<file path="src/rtl/ahb_lite_master_if_pkg.sv">
// rtl/ahb_lite_master_if_pkg.sv - AHB-Lite encodings, FSM states and request helpers
package ahb_lite_master_if_pkg;

  localparam logic [1:0] HTRANS_IDLE   = 2'b00;
  localparam logic [1:0] HTRANS_BUSY   = 2'b01;
  localparam logic [1:0] HTRANS_NONSEQ = 2'b10;
  localparam logic [1:0] HTRANS_SEQ    = 2'b11;

  localparam logic [2:0] HSIZE_BYTE = 3'b000;
  localparam logic [2:0] HSIZE_HALF = 3'b001;
  localparam logic [2:0] HSIZE_WORD = 3'b010;

  localparam logic [2:0] HBURST_SINGLE = 3'b000;

  localparam logic HRESP_OKAY  = 1'b0;
  localparam logic HRESP_ERROR = 1'b1;

  localparam logic [3:0] HPROT_DEFAULT = 4'b0011;

  typedef enum logic [1:0] {
    ST_IDLE = 2'b00,
    ST_ADDR = 2'b01,
    ST_DATA = 2'b10,
    ST_RESP = 2'b11
  } state_e;

  // Size code 11 has no meaning on a 32-bit bus, so it is issued as a word.
  function automatic logic [2:0] req_to_hsize(input logic [1:0] size);
    return (size == 2'b11) ? HSIZE_WORD : {1'b0, size};
  endfunction

  function automatic logic is_misaligned(input logic [1:0] size, input logic [1:0] addr_lo);
    case (size)
      2'b00:   return 1'b0;
      2'b01:   return addr_lo[0];
      default: return addr_lo != 2'b00;
    endcase
  endfunction

endpackage

</file>
<file path="src/rtl/ahb_lite_master_if.sv">
// rtl/ahb_lite_master_if.sv - single-outstanding AHB-Lite initiator for a load/store request port
module ahb_lite_master_if
  import ahb_lite_master_if_pkg::*;
#(
  parameter int         ADDR_WIDTH  = 32,
  parameter bit         ALIGN_CHECK = 1'b1,
  parameter logic [3:0] HPROT_VAL   = HPROT_DEFAULT
) (
  input  logic                  HCLK,
  input  logic                  HRESETn,
  input  logic                  req_valid,
  output logic                  req_ready,
  input  logic                  req_write,
  input  logic [1:0]            req_size,
  input  logic [ADDR_WIDTH-1:0] req_addr,
  input  logic [31:0]           req_wdata,
  output logic                  rsp_valid,
  output logic [31:0]           rsp_rdata,
  output logic                  rsp_err,
  output logic [ADDR_WIDTH-1:0] HADDR,
  output logic [1:0]            HTRANS,
  output logic                  HWRITE,
  output logic [2:0]            HSIZE,
  output logic [2:0]            HBURST,
  output logic [3:0]            HPROT,
  output logic [31:0]           HWDATA,
  input  logic                  HREADY,
  input  logic                  HRESP,
  input  logic [31:0]           HRDATA
);

  state_e                state_q, state_d;
  logic                  req_ready_q, req_ready_d;
  logic                  rsp_valid_q, rsp_valid_d;
  logic [31:0]           rsp_rdata_q, rsp_rdata_d;
  logic                  rsp_err_q, rsp_err_d;
  logic [ADDR_WIDTH-1:0] haddr_q, haddr_d;
  logic [1:0]            htrans_q, htrans_d;
  logic                  hwrite_q, hwrite_d;
  logic [2:0]            hsize_q, hsize_d;
  logic [31:0]           hwdata_q, hwdata_d;
  logic [31:0]           wdata_q, wdata_d;

  logic accept;
  logic misaligned;

  assign accept     = req_valid && req_ready_q;
  assign misaligned = ALIGN_CHECK && is_misaligned(req_size, req_addr[1:0]);

  always_comb begin
    state_d     = state_q;
    req_ready_d = req_ready_q;
    rsp_valid_d = rsp_valid_q;
    rsp_rdata_d = rsp_rdata_q;
    rsp_err_d   = rsp_err_q;
    haddr_d     = haddr_q;
    htrans_d    = htrans_q;
    hwrite_d    = hwrite_q;
    hsize_d     = hsize_q;
    hwdata_d    = hwdata_q;
    wdata_d     = wdata_q;

    case (state_q)
      ST_IDLE: begin
        req_ready_d = 1'b1;
        rsp_valid_d = 1'b0;
        if (accept) begin
          req_ready_d = 1'b0;
          wdata_d     = req_wdata;
          if (misaligned) begin
            state_d     = ST_RESP;
            rsp_err_d   = 1'b1;
            rsp_rdata_d = '0;
          end else begin
            state_d  = ST_ADDR;
            htrans_d = HTRANS_NONSEQ;
            haddr_d  = req_addr;
            hwrite_d = req_write;
            hsize_d  = req_to_hsize(req_size);
          end
        end
      end

      ST_ADDR: begin
        if (HREADY) begin
          htrans_d = HTRANS_IDLE;
          if (hwrite_q) hwdata_d = wdata_q;
          state_d = ST_DATA;
        end
      end

      // HRESP=1 with HREADY=0 is the first cycle of an error response: keep waiting.
      ST_DATA: begin
        if (HREADY) begin
          state_d     = ST_RESP;
          rsp_valid_d = 1'b1;
          if (HRESP == HRESP_ERROR) begin
            rsp_err_d   = 1'b1;
            rsp_rdata_d = '0;
          end else begin
            rsp_err_d   = 1'b0;
            rsp_rdata_d = hwrite_q ? 32'h0 : HRDATA;
          end
        end
      end

      // Entered with rsp_valid low only from a local misalignment reject.
      ST_RESP: begin
        if (rsp_valid_q) begin
          rsp_valid_d = 1'b0;
          req_ready_d = 1'b1;
          state_d     = ST_IDLE;
        end else begin
          rsp_valid_d = 1'b1;
        end
      end

      default: state_d = ST_IDLE;
    endcase
  end

  always_ff @(posedge HCLK or negedge HRESETn) begin
    if (!HRESETn) begin
      state_q     <= ST_IDLE;
      req_ready_q <= 1'b0;
      rsp_valid_q <= 1'b0;
      rsp_rdata_q <= '0;
      rsp_err_q   <= 1'b0;
      haddr_q     <= '0;
      htrans_q    <= HTRANS_IDLE;
      hwrite_q    <= 1'b0;
      hsize_q     <= HSIZE_WORD;
      hwdata_q    <= '0;
      wdata_q     <= '0;
    end else begin
      state_q     <= state_d;
      req_ready_q <= req_ready_d;
      rsp_valid_q <= rsp_valid_d;
      rsp_rdata_q <= rsp_rdata_d;
      rsp_err_q   <= rsp_err_d;
      haddr_q     <= haddr_d;
      htrans_q    <= htrans_d;
      hwrite_q    <= hwrite_d;
      hsize_q     <= hsize_d;
      hwdata_q    <= hwdata_d;
      wdata_q     <= wdata_d;
    end
  end

  assign req_ready = req_ready_q;
  assign rsp_valid = rsp_valid_q;
  assign rsp_rdata = rsp_rdata_q;
  assign rsp_err   = rsp_err_q;
  assign HADDR     = haddr_q;
  assign HTRANS    = htrans_q;
  assign HWRITE    = hwrite_q;
  assign HSIZE     = hsize_q;
  assign HBURST    = HBURST_SINGLE;
  assign HPROT     = HPROT_VAL;
  assign HWDATA    = hwdata_q;

endmodule

</file>
<file path="config.mk">
export PLATFORM = sky130hd
export DESIGN_NAME = ahb_lite_master_if
export DESIGN_NICKNAME = d
export VERILOG_FILES = /design/src/rtl/ahb_lite_master_if_pkg.sv /design/src/rtl/ahb_lite_master_if.sv
export SDC_FILE = /design/constraint.sdc
export NUM_CORES = 1
export LEC_CHECK = 0
export CORE_MARGIN = 2
export CORE_UTILIZATION = 46
export CTS_BUF_LIST = sky130_fd_sc_hd__clkbuf_8
export DETAILED_ROUTE_END_ITERATION = 8
export PLACE_DENSITY = 0.9
export SETUP_SLACK_MARGIN = 0.2
export SLEW_MARGIN = 20
export SYNTH_ARGS = -nofsm -noshare
export SYNTH_HDL_FRONTEND = slang
export SYNTH_SLANG_ARGS = --single-unit
</file>
<file path="constraint.sdc">
create_clock -name HCLK -period 2 [get_ports HCLK]
set_input_delay 0.3 -clock HCLK [delete_from_list [all_inputs] [get_ports HCLK]]
set_output_delay 0.3 -clock HCLK [all_outputs]
set_load 0.02 [all_outputs]
</file>
==> flow_summary.toml <==
[outcome]
status = "completed"

[cells_and_area]
fin_area_um2 = 8570
final_nets = 731
fin_cells = 804
drive_gt1_frac = 0.252
final_cell_mix = "clkdlybuf4s50_1 (195), dfrtp_1 (136), mux2_2 (71)"
layout_commonest_cell = "clkdlybuf4s50_1"
utilization = 0.710
antenna_cells = 0
area_growth_pct = 49.6

[power]
vdd_drop_max_mv = 0.892
power_density_nw_per_um2 = 1660
cellLeakagePower_nw = 4.00

[floorplanning]
fp.dieW_um = 116
rows = 40
die_height_um = 116
core_area_um2 = 12100
ios = 216
start_util = 0.475
dieArea_um2 = 13400

[placed_design]
postPlaceCellArea_um2 = 8010
dp_hpwl_um = 9380
gp_congestion = 0.822
port_buffers = 206
dp.cells = 767

[sta]
period_minus_slack_ns = 1.76
setup-tns-final_ns = 0
hold_slack_ns = 0.326
fmax_ghz = 0.567
fin_skew_ns = 0.00902
finalHoldViolCount = 0
period_share = 0.882
rsz0062_at_grt = "yes"
setup_viol = 0
drv_slew = 0

[global_routing]
gr-usage-all-layers = 0.203
grt_max_degree = 58
grt_pass1_wl_um = 20500
grt_overflow = 0
first_global_vias = 4053
antenna_found_initial = 0

[logic_synthesis]
synth-adder-area-share = 0.00874
yosysTopAreaCell = "dfrtp_1"
synth_simple_gate_area_frac = 0.0387
synthFlopType = "dfrtp_1"
synth_area_um2 = 5720
synthTopCellsByArea = "dfrtp_1 (59%), mux2_2 (14%), mux2_4 (7.3%), mux2i_1 (5.8%), inv_1 (2.4%)"
synth_compound_area_frac = 0.0190
yosysWarnings = 0
synthMuxAreaShare = 0.271
yosys.cell_types.count = 30
ys_ff_latch = 137
synth-edff-count = 0
synthXorXnorAreaFrac = 0
synthArstFlopShare = 1.00
synth_top_area_share = 0.595
synth_top_family_by_area = "multiplexers"
synthCells = 399
ys_seq_area_frac = 0.599
syn_area_per_cell_um2 = 14.3

[critical_path]
cp_max_fo = 14
startpoint = "state_q[1]$_DFFE_PN0P_"
crit_required_ns = 2.34
endpoint_kind = "register"
cp_cell_sequence = "inv_1, ha_4, nand3_1, o211ai_4, buf_4, buf_12, mux2i_1"
reg2reg_from = "state_q[1]$_DFFE_PN0P_"
cpLargestDelayFamily = "buffers and inverters"
worst-path-buf-inv = 3
cp.arrival_ns = 2.11
startpoint_type = "register"
slowest_delay_ns = 0.43
critPathKind = "register to register"
r2r_slack_ns = 0.24
critPathSlowestCell = "dfrtp_1"

[clock_tree]
htree_levels = 4
clock-sinks = 137
path_clk_slew_ns = 0.08
clock_latency_ns = 0.44
clockBufferDepth = 2
cts_tree = "done"
root_buffer = "clkbuf_8"
numCtsBuffers = 17

[routing]
drt_drc_violations_left = 0
detail_route.first_pass.iterations = 4
via_count = 3855
wirelength_um = 13500
ant_nets = 0
wl_per_cell_um = 16.7
routed_via_density = 4.79
drt_iter0_markers = 258

[run]
max_cap_violations = 0

[hold_path]
hold_class = "input pin to async pin"
[area by class of cell]
type / instances / area, um^2
Fill cell: 806 / 3500
Inverter: 36 / 135
Sequential cell: 137 / 3430
Tap cell: 168 / 210
Timing Repair Buffer: 224 / 2330
Clock buffer: 20 / 275
Multi-Input combinational cell: 207 / 2010
Clock inverter: 12 / 171
[flip-flops by register name (all words and copies together), names as in the netlist]
register,flops
HWRITE,1
rsp_rdata,32
rsp_valid,1
wdata_q,32
HADDR,32
state_q,2
HSIZE,2
req_ready,1
rsp_err,1
HTRANS,1
HWDATA,32
[final timing paths]
kind	end	cells after the start
max	rsp_rdata[27]$_DFFE_PN0P_	7
min	HADDR[28]$_DFFE_PN0P_	2
max reg2reg	rsp_rdata[27]$_DFFE_PN0P_	7
min reg2reg	HWDATA[0]$_DFFE_PN0P_	1
max in group asynchronous	HSIZE[1]$_DFFE_PN1P_	3
min in group HCLK	rsp_rdata[13]$_DFFE_PN0P_	3
[per-layer routing]
layer	vias to the layer above	GRT usage	routed length, um
met2	160	0.352	6970
li1	1761	-	-
met3	20	0.0690	1110
met4	0	0.0843	240
met5	-	0	0
met1	1914	0.231	5150
[logic make-up after synthesis]
group / after synthesis
AND/OR/NAND/NOR: 47
multiplexers: 132
AO/OA/AOI/OAI: 15
adder cells (fa/ha/maj): 4
flip-flops: 137
buffers and inverters: 62
other: 2
[cell usage after synthesis, types with 2 or more instances]
cell type and number:
mux2_2 71, buf_2 6, o21ai_0 5, buf_12 3, nor2_1 2, o21ai_1 2, inv_1 36, nor2b_1 2
nand2_1 36, nand3_1 2, mux2_4 28, conb_1 2, ha_1 4, a21oi_1 2, nand2b_1 2, buf_4 10
dfrtp_1 136, buf_6 4, clkbuf_1 3, mux2i_1 33
[timing repair]
action / CTS / global route
setup buffers: 0 / 2
gates resized for setup: 6 / 12
gates cloned: 0 / 2
endpoints found under the hold margin: 32 / 0
hold buffers: 1 / 0
setup endpoints to repair: 40 / 60
[power breakdown]
group          internal, W  leakage, nW  switching (W)
clock              0.00145        0.221        0.00104
sequential         0.00413         1.71       0.000783
combinational      0.00370         2.07        0.00313
total              0.00928         4.00        0.00495
[stage by stage]
stage / worst slack [ns] / power (W)
detailed placement: 0.0211 / 0.0115
global placement: 0.142 / 0.0112
global route: 0.181 / 0.0150
floorplan: 0.273 / 0.00867
finish: 0.237 / 0.0142
CTS: 0.209 / 0.0141
Note: power is estimated with default switching activity, not from simulation.
